**src/rtl/alu_pkg.sv**
```systemverilog
// Shared ALU/sequencer definitions: ALU operation codes, opcode and funct
// constants, sequencer state encoding and the decoded control bundle.
package alu_pkg;

  // ALU operation select
  localparam logic [3:0] ALU_ADD  = 4'b0000;
  localparam logic [3:0] ALU_SUB  = 4'b0001;
  localparam logic [3:0] ALU_AND  = 4'b0010;
  localparam logic [3:0] ALU_OR   = 4'b0011;
  localparam logic [3:0] ALU_XOR  = 4'b0100;
  localparam logic [3:0] ALU_SLL  = 4'b0101;
  localparam logic [3:0] ALU_SRL  = 4'b0110;
  localparam logic [3:0] ALU_SRA  = 4'b0111;
  localparam logic [3:0] ALU_SLT  = 4'b1000;
  localparam logic [3:0] ALU_SLTU = 4'b1001;

  // Major opcodes handled by the sequencer
  localparam logic [6:0] OP_R = 7'b0110011;
  localparam logic [6:0] OP_I = 7'b0010011;

  // funct7 values: base encoding and the SUB/SRA alternate
  localparam logic [6:0] F7_BASE = 7'b0000000;
  localparam logic [6:0] F7_ALT  = 7'b0100000;

  // funct3 values
  localparam logic [2:0] F3_ADD  = 3'b000;
  localparam logic [2:0] F3_SLL  = 3'b001;
  localparam logic [2:0] F3_SLT  = 3'b010;
  localparam logic [2:0] F3_SLTU = 3'b011;
  localparam logic [2:0] F3_XOR  = 3'b100;
  localparam logic [2:0] F3_SR   = 3'b101;
  localparam logic [2:0] F3_OR   = 3'b110;
  localparam logic [2:0] F3_AND  = 3'b111;

  typedef enum logic [1:0] {
    StIdle   = 2'b00,
    StDecode = 2'b01,
    StExec   = 2'b10,
    StWb     = 2'b11
  } state_e;

  typedef struct packed {
    logic [4:0]  rs1;
    logic [4:0]  rs2;
    logic [4:0]  rd;
    logic [3:0]  alu_control;
    logic        alu_src;
    logic [31:0] imm;
  } ctrl_t;

  // ALU op for a funct3 using the base (non-alternate) funct7 encoding
  function automatic logic [3:0] base_op(logic [2:0] funct3);
    logic [3:0] op;
    op = ALU_ADD;
    case (funct3)
      F3_ADD:  op = ALU_ADD;
      F3_SLL:  op = ALU_SLL;
      F3_SLT:  op = ALU_SLT;
      F3_SLTU: op = ALU_SLTU;
      F3_XOR:  op = ALU_XOR;
      F3_SR:   op = ALU_SRL;
      F3_OR:   op = ALU_OR;
      F3_AND:  op = ALU_AND;
      default: op = ALU_ADD;
    endcase
    return op;
  endfunction

endpackage

```
**src/rtl/alu_sequencer_decoder.sv**
```systemverilog
// Combinational decoder for RV32I register-register and register-immediate
// ALU instructions. Flags anything else as illegal.
module instr_decoder
  import alu_pkg::*;
(
  input  logic [31:0] instr,
  output logic [4:0]  rs1,
  output logic [4:0]  rs2,
  output logic [4:0]  rd,
  output logic [3:0]  alu_control,
  output logic        alu_src,
  output logic [31:0] imm,
  output logic        illegal
);

  logic [6:0] opcode;
  logic [6:0] funct7;
  logic [2:0] funct3;

  assign opcode = instr[6:0];
  assign funct3 = instr[14:12];
  // For I-type this is imm[11:5], which qualifies the shift encodings
  assign funct7 = instr[31:25];

  // Field extraction and legality check
  always_comb begin
    rs1         = instr[19:15];
    rs2         = 5'd0;
    rd          = instr[11:7];
    alu_control = ALU_ADD;
    alu_src     = 1'b0;
    imm         = 32'd0;
    illegal     = 1'b0;

    case (opcode)
      OP_R: begin
        rs2 = instr[24:20];
        if (funct7 == F7_BASE) begin
          alu_control = base_op(funct3);
        end else if (funct7 == F7_ALT && funct3 == F3_ADD) begin
          alu_control = ALU_SUB;
        end else if (funct7 == F7_ALT && funct3 == F3_SR) begin
          alu_control = ALU_SRA;
        end else begin
          illegal = 1'b1;
        end
      end

      OP_I: begin
        alu_src     = 1'b1;
        alu_control = base_op(funct3);
        imm         = {{20{instr[31]}}, instr[31:20]};
        case (funct3)
          F3_SLL: begin
            imm = {27'd0, instr[24:20]};
            if (funct7 != F7_BASE) illegal = 1'b1;
          end
          F3_SR: begin
            imm = {27'd0, instr[24:20]};
            if (funct7 == F7_ALT) begin
              alu_control = ALU_SRA;
            end else if (funct7 != F7_BASE) begin
              illegal = 1'b1;
            end
          end
          default: ;
        endcase
      end

      default: illegal = 1'b1;
    endcase
  end

endmodule

```
**src/rtl/alu_sequencer.sv**
```systemverilog
// Four-state control sequencer (IDLE, DECODE, EXEC, WB) driving the register
// file and ALU for one integer ALU instruction at a time.
module alu_sequencer
  import alu_pkg::*;
#(
  parameter int unsigned RETIRE_W = 32
) (
  input  logic                clk,
  input  logic                reset,
  input  logic                instr_valid,
  output logic                instr_ready,
  input  logic [31:0]         instr,
  output logic [4:0]          rs1,
  output logic [4:0]          rs2,
  output logic [4:0]          rd,
  output logic [3:0]          alu_control,
  output logic                alu_src,
  output logic [31:0]         imm,
  output logic                reg_write,
  output logic                illegal,
  output logic                busy,
  output logic [RETIRE_W-1:0] retired
);

  state_e      state_q, state_d;
  logic [31:0] instr_q;
  ctrl_t       dec;
  logic        dec_illegal;
  logic        accept;

  assign instr_ready = (state_q == StIdle);
  assign busy        = ~instr_ready;
  assign accept      = instr_valid & instr_ready;

  instr_decoder u_decoder (
    .instr       (instr_q),
    .rs1         (dec.rs1),
    .rs2         (dec.rs2),
    .rd          (dec.rd),
    .alu_control (dec.alu_control),
    .alu_src     (dec.alu_src),
    .imm         (dec.imm),
    .illegal     (dec_illegal)
  );

  // Next-state logic
  always_comb begin
    state_d = state_q;
    case (state_q)
      StIdle:   if (accept) state_d = StDecode;
      StDecode: state_d = dec_illegal ? StIdle : StExec;
      StExec:   state_d = StWb;
      StWb:     state_d = StIdle;
      default:  state_d = StIdle;
    endcase
  end

  // State register and instruction capture on the accept edge
  always_ff @(posedge clk or posedge reset) begin
    if (reset) begin
      state_q <= StIdle;
      instr_q <= 32'd0;
    end else begin
      state_q <= state_d;
      if (accept) instr_q <= instr;
    end
  end

  // Control fields load only on a legal decode and hold until the next one
  always_ff @(posedge clk or posedge reset) begin
    if (reset) begin
      rs1         <= 5'd0;
      rs2         <= 5'd0;
      rd          <= 5'd0;
      alu_control <= ALU_ADD;
      alu_src     <= 1'b0;
      imm         <= 32'd0;
    end else if (state_q == StDecode && !dec_illegal) begin
      rs1         <= dec.rs1;
      rs2         <= dec.rs2;
      rd          <= dec.rd;
      alu_control <= dec.alu_control;
      alu_src     <= dec.alu_src;
      imm         <= dec.imm;
    end
  end

  // Single-cycle pulses: write enable during WB, illegal in the cycle after DECODE
  always_ff @(posedge clk or posedge reset) begin
    if (reset) begin
      reg_write <= 1'b0;
      illegal   <= 1'b0;
    end else begin
      // x0 writes are dropped here so the register file never sees them
      reg_write <= (state_q == StExec) && (rd != 5'd0);
      illegal   <= (state_q == StDecode) && dec_illegal;
    end
  end

  // Retire counter advances on the closing edge of WB and wraps naturally
  always_ff @(posedge clk or posedge reset) begin
    if (reset) begin
      retired <= '0;
    end else if (state_q == StWb) begin
      retired <= retired + RETIRE_W'(1);
    end
  end

endmodule

```
**config.mk**
```make
export PLATFORM = sky130hd
export DESIGN_NAME = alu_sequencer
export DESIGN_NICKNAME = d
export VERILOG_FILES = /design/src/rtl/alu_pkg.sv /design/src/rtl/alu_sequencer_decoder.sv /design/src/rtl/alu_sequencer.sv
export SDC_FILE = /design/constraint.sdc
export NUM_CORES = 1
export LEC_CHECK = 0
export CAP_MARGIN = 40
export CORE_UTILIZATION = 48
export DETAILED_ROUTE_END_ITERATION = 10
export GPL_ROUTABILITY_DRIVEN = 0
export GPL_TIMING_DRIVEN = 0
export PLACE_DENSITY = 0.8
export SLEW_MARGIN = 5
export SYNTH_ARGS = -nofsm -noshare
export SYNTH_HDL_FRONTEND = slang
export SYNTH_SLANG_ARGS = --single-unit
```
**constraint.sdc**
```tcl
create_clock -name clk -period 3.7 [get_ports clk]
set_input_delay 0.37 -clock clk [delete_from_list [all_inputs] [get_ports clk]]
set_output_delay 0.37 -clock clk [all_outputs]
set_load 0.02 [all_outputs]
```
==> results of run 1 <==
worst paths after layout:
check / endpoint / cells past startpoint / start
max reg2reg: alu_control[0] / 6 / instr_q[26]
min in group clk: retired[31] / 1 / retired[31]
min reg2reg: retired[31] / 1 / retired[31]
min: retired[21] / 2 / reset
max in group asynchronous: illegal / 3 / reset
max: alu_control[0] / 6 / instr_q[26]
sequential cells by signal, summed over array words and instances, names as in the netlist, 4 cells and up, named ones only:
name,count
imm,12
rd,5
retired,32
rs1,5
rs2,5
instr_q,32
alu_control,4
Yosys cell counts, types with 4 or more instances:
library cell | number | area, um2
dfrtp_1 | 100 | 2500
nand2_1 | 37 | 139
mux2_2 | 34 | 383
xnor2_1 | 24 | 210
inv_1 | 22 | 82.6
buf_4 | 20 | 150
mux2i_1 | 18 | 180
nand3_1 | 15 | 75.1
mux2_1 | 11 | 124
nor2_1 | 11 | 41.3
xor2_1 | 8 | 70.1
clkbuf_1 | 7 | 26.3
nand4_1 | 7 | 43.8
and3_1 | 6 | 37.5
and4_1 | 6 | 52.6
o21ai_0 | 5 | 25.0
nor3_1 | 4 | 20.0
per-layer routing:
metal	wire length [um]	track usage, %	vias up
met5	0	0	-
met4	140	6.08	0
met3	543	4.44	13
met2	4480	34.3	100
met1	4080	26.4	1530
li1	-	-	1492
per-stage QoR:
stage	hold WS (ns)	cells	setup WS, ns
4_1_cts	0.476	614	1.23
6_report	0.461	614	1.24
3_3_place_gp	0.462	596	-0.623
3_5_place_dp	0.464	598	1.26
2_1_floorplan	0.460	366	0.711
5_1_grt	0.493	614	1.15
cell type report:
type                            instances  area [um2]  share of cell area, %
Multi-Input combinational cell        213        1640                   27.1
Sequential cell                       100        2500                   41.3
Timing Repair Buffer                  124        1260                   20.8
Clock inverter                          5        85.1                   1.41
Inverter                               22        85.1                   1.41
Clock buffer                           11         131                   2.17
Buffer                                 31         215                   3.56
Tap cell                              108         135                   2.23
power breakdown:
part	internal (mW)	switching (mW)
Sequential	1.19	0.0715
Clock	0.385	0.368
Combinational	0.207	0.180
cells in the final DEF (no fill, tap or decap), types with 11 or more instances in the layout:
| master | n |
|---|---|
| dfrtp_1 | 100 |
| mux2i_1 | 18 |
| inv_1 | 21 |
| xnor2_1 | 24 |
| clkdlybuf4s50_1 | 122 |
| nand3_1 | 15 |
| mux2_1 | 11 |
| nor2_1 | 11 |
| buf_4 | 20 |
| nand2_1 | 37 |
| mux2_2 | 34 |
kinds of logic (layout without fill, tap and decap cells):
family	after synthesis	after routing	synth area share (%)
buffers and inverters	53	193	6.71
AO/OA/AOI/OAI	18	18	3.58
AND/OR/NAND/NOR	99	99	11.3
multiplexers	63	63	15.5
adder cells (fa/ha/maj)	1	1	0.282
flip-flops	100	100	56.4
XOR/XNOR	32	32	6.31
==> run metrics, run 1 <==
P&R area growth vs syn 36.3%; Slew Viols, Final 0; actual slew at the worst max-slew pin 0.800 ns; die area 9640 um2; Worst EP required 3.95 ns; vias in the first global route ~3200; cell family with most CP delay compound AO/OA/AOI/OAI gates; Setup-failing EPs final 0; chip height 98.2 um; GRT overflow 0; crit-path max cell delay 0.58 ns; global-route wire length before repair 15400 um; Primary FF master, synth dfrtp_1; Final #Nets 537; Fill cells 701; failing checks design-rule violations; final setup TNS 0 ns; Final period util 66.6%; Avg Cell Area, Syn roughly 12 um2; clk sink count 100; Clock Skew 0.0147 ns; PwrDens about 400 nW/um2; Seq cells post-synth 100; # rows 34; TritonRoute pass-1 iters 9; Clock Tree Root clkbuf_8; total power 2.40 mW; core box area 8850 um2; WP buf/inv 1; RSZ-0062 raised after global routing false; crit path kind flop to flop; Critical-path top delay cell or4_4; Die W 98.2 um; share of cells above drive strength 1 15.8%; TritonCTS Buffers 9; Worst VDD drop around 0.00021 V; PortBufs between 100 and 150; Placement Cell Area 5840 um2; CTS Hold Bufs 0; # IOs roughly 120; H-tree Lvls 3; Iteration-0 DRC Markers around 110; Ant. Diodes 0; fmax 406 MHz; Final min period about 2.5 ns; top fanout value on the critical path 10; R2R Setup Slk 1.24 ns; CP endpoint kind flop; Syn. warnings 0; Mapped Nets 402; DRT antenna net count 0; Tot GR Track Use 20.3%; synthesized area 4440 um2; Avg WL per Cell 15.1 um; Arrival @ worst endpoint 2.71 ns; Async S/R FF share, synth 100%; leakage 2.57 nW; vias 3135; # DRC 9; Hold Crit Class input port to async pin; Post-synth EDFFs 0; worst slew margin relative to its limit 46.2%; CTS tree yes; Initial Utilization 50.2%; Syn Inst Count around 370; via/cell ratio between 5 and 6; fin area 6050 um2; Cell variety after synth 37; cts repair resizes 0; hpwl dp a little under 7000 um; Routed WL 9240 um; Clock Latency Late Sink 0.36 ns; total of max-cap violations 0; clk slew on worst S/H paths 0.10 ns; Layout Utilization between 60% and 70%; number of antenna violations at the first check in global routing 0; Seq/Total Area, Yosys between 50% and 60%; status complete, but fails checks; Critical Path, Cell by Cell or4_4 -> o41ai_4 -> o2111ai_2 -> a21oi_4 -> buf_6 -> mux2_1; Final Hold Fails 0; clock buffer depth 2; postcts setup bufs 0; largest net degree at the start of global routing 53; startpoint class of the critical path flop
No activity file was read; power rests on OpenSTA's default activity.
==> inputs of run 2 (changes only) <==
--- a/config.mk
+++ b/config.mk
@@ -6,11 +6,11 @@
 export NUM_CORES = 1
 export LEC_CHECK = 0
 export CAP_MARGIN = 40
-export CORE_UTILIZATION = 48
+export CORE_UTILIZATION = 43
 export DETAILED_ROUTE_END_ITERATION = 10
 export GPL_ROUTABILITY_DRIVEN = 0
 export GPL_TIMING_DRIVEN = 0
-export PLACE_DENSITY = 0.8
+export PLACE_DENSITY = 0.76
 export SLEW_MARGIN = 5
 export SYNTH_ARGS = -nofsm -noshare
 export SYNTH_HDL_FRONTEND = slang
==> constraint.sdc (replaced) <==
create_clock -name clk -period 2.1 [get_ports clk]
set_input_delay 0.21 -clock clk [delete_from_list [all_inputs] [get_ports clk]]
set_output_delay 0.21 -clock clk [all_outputs]
set_load 0.02 [all_outputs]
==> run 2 against run 1 <==
Effect of this change: the flow finishes with violations (negative setup slack); first-iteration DRC count shrank 25%; core utilization is 4.7 points lower; critical path depth grew 1; register-to-register slack worse by 1.5 ns; sequential share of layout area decreased by 1.7 points; clock power increased by 68%; non-clock buffer count grew 12; critical path type unchanged; critical endpoint is now rd[1]; largest cell class unchanged.
==> run metrics, run 2 (same netlist as run 1, synthesis figures left out) <==
R2R Setup Slk -0.31 ns; Cells after DPL 624; Initial Utilization 44.8%; Hold Crit Class input port to async pin; vias in the first global route 3207; Clock Skew roughly 0.014 ns; FF-to-FF End rd[1]; Crit path depth 7; via/cell ratio 4.88; Worst EP required between 2 and 2.5 ns; Avg WL per Cell 14.7 um; P&R area growth vs syn 42.2%; TritonRoute pass-1 iters 4; largest net degree at the start of global routing 40; commonest non-fill, non-tap cell in the layout clkdlybuf4s50_1; Ant. Diodes 0; share of cells above drive strength 1 22.4%; Placement Cell Area just under 6000 um2; Routed WL 9550 um; Clock Tree Root clkbuf_8; fin area 6310 um2; core box area 9910 um2; Arrival @ worst endpoint 2.65 ns; crit-path max cell delay 0.58 ns; Tot GR Track Use 18.3%; clk slew on worst S/H paths roughly 0.1 ns; worst r2r path cells 7; commonest cells after routing, fill and taps aside clkdlybuf4s50_1 (121), dfrtp_1 (99), nand2_1 (37); die area 10700 um2; Critical Path, Cell by Cell or4_4 -> o41ai_4 -> o2111ai_2 -> a21oi_4 -> buf_6 -> buf_8 -> mux2_4; top fanout value on the critical path 5; H-tree Lvls 3; Largest regs instr_q (32), retired (32), imm (12); clk sink count 100; cell family with most CP delay compound AO/OA/AOI/OAI gates; Final #Nets 549; Setup-failing EPs final 32; WP buf/inv 2; final setup TNS -7.21 ns; Iteration-0 DRC Markers 86; CTS Hold Bufs 0; Final period util 115%; hpwl dp 6710 um; TritonCTS Buffers 9; status complete, but fails checks; DRT antenna net count 0; crit path kind flop to flop; clock buffer depth 2; post-route insts no fill ~650; leakage 2.68 nW; Critical-path top delay cell or4_4; # DRC 0; CP endpoint kind flop; startpoint class of the critical path flop; worst slew margin relative to its limit 60.0%; # IOs 123; Slew Viols, Final 0; CTS tree yes; vias between 3000 and 4000; # rows 36; number of antenna violations at the first check in global routing 0; RSZ-0062 raised after global routing true; GRT overflow 0; chip height 104 um; Worst VDD drop between 0.0004 and 0.0005 V; total of max-cap violations 0; worst r2r src instr_q[27]; Final Hold Fails 0; final worst slack -0.307 ns; failing checks negative setup slack; Clock Latency Late Sink about 0.36 ns; Final min period 2.41 ns; PortBufs 122; global-route wire length before repair 16000 um; actual slew at the worst max-slew pin 0.599 ns; PwrDens between 600 and 700 nW/um2; Die W 104 um; fmax 416 MHz
==> run 2: worst max-delay path by stage <==
stage	start	to	slack, ns
floorplan	instr_q[27]	alu_control[0]	-0.08
global placement	reset	rs1[0]	-0.29
detailed placement	instr_q[27]	rs1[1]	-0.32
CTS	instr_q[27]	rd[3]	-0.28
global route	instr_q[27]	rs1[1]	-0.35
finish	instr_q[27]	rd[1]	-0.31
==> run 2: what timing repair did <==
item	4_1_cts	5_1_grt
setup buffers	6	8
pin swaps	1	1
endpoints found under the setup margin	88	53
cloned	1	0
gates resized for setup	15	18
==> run 2: power breakdown <==
group / switching, mW / total [mW] / internal, mW
Clock: 0.681 / 1.27 / 0.594
Combinational: 0.322 / 0.738 / 0.416
Sequential: 0.133 / 2.23 / 2.10
Total: 1.14 / 4.24 / 3.11
==> run 2: layer usage <==
metal  wire [um]  global-route usage [%]  up-vias
met5           0                       0        -
met4         166                    6.11        0
met3         562                    4.53       15
met2        4510                    29.6      101
met1        4310                    24.1     1544
li1            -                       -     1516
==> run 2: metrics by stage <==
step / util [%] / setup WS [ns] / hold slack, ns / power, mW
6_report: 63.7 / -0.307 / 0.266 / 4.24
4_1_cts: 62.6 / -0.280 / 0.270 / 4.26
2_1_floorplan: - / -0.0771 / 0.327 / 2.63
3_5_place_dp: 59.5 / -0.322 / 0.474 / 2.95
3_3_place_gp: 59.0 / -0.293 / 0.466 / 2.91
5_1_grt: 63.7 / -0.354 / 0.309 / 4.44
==> run 2: cell type report <==
type	instances	area, um2
fillers	770	3590
repair buffers	139	1420
plain buffers	28	201
multi-input cells	213	1730
clock inverters	6	71.3
well taps	133	166
inverters	22	86.3
flip-flops and latches	100	2500
clock buffers	10	138
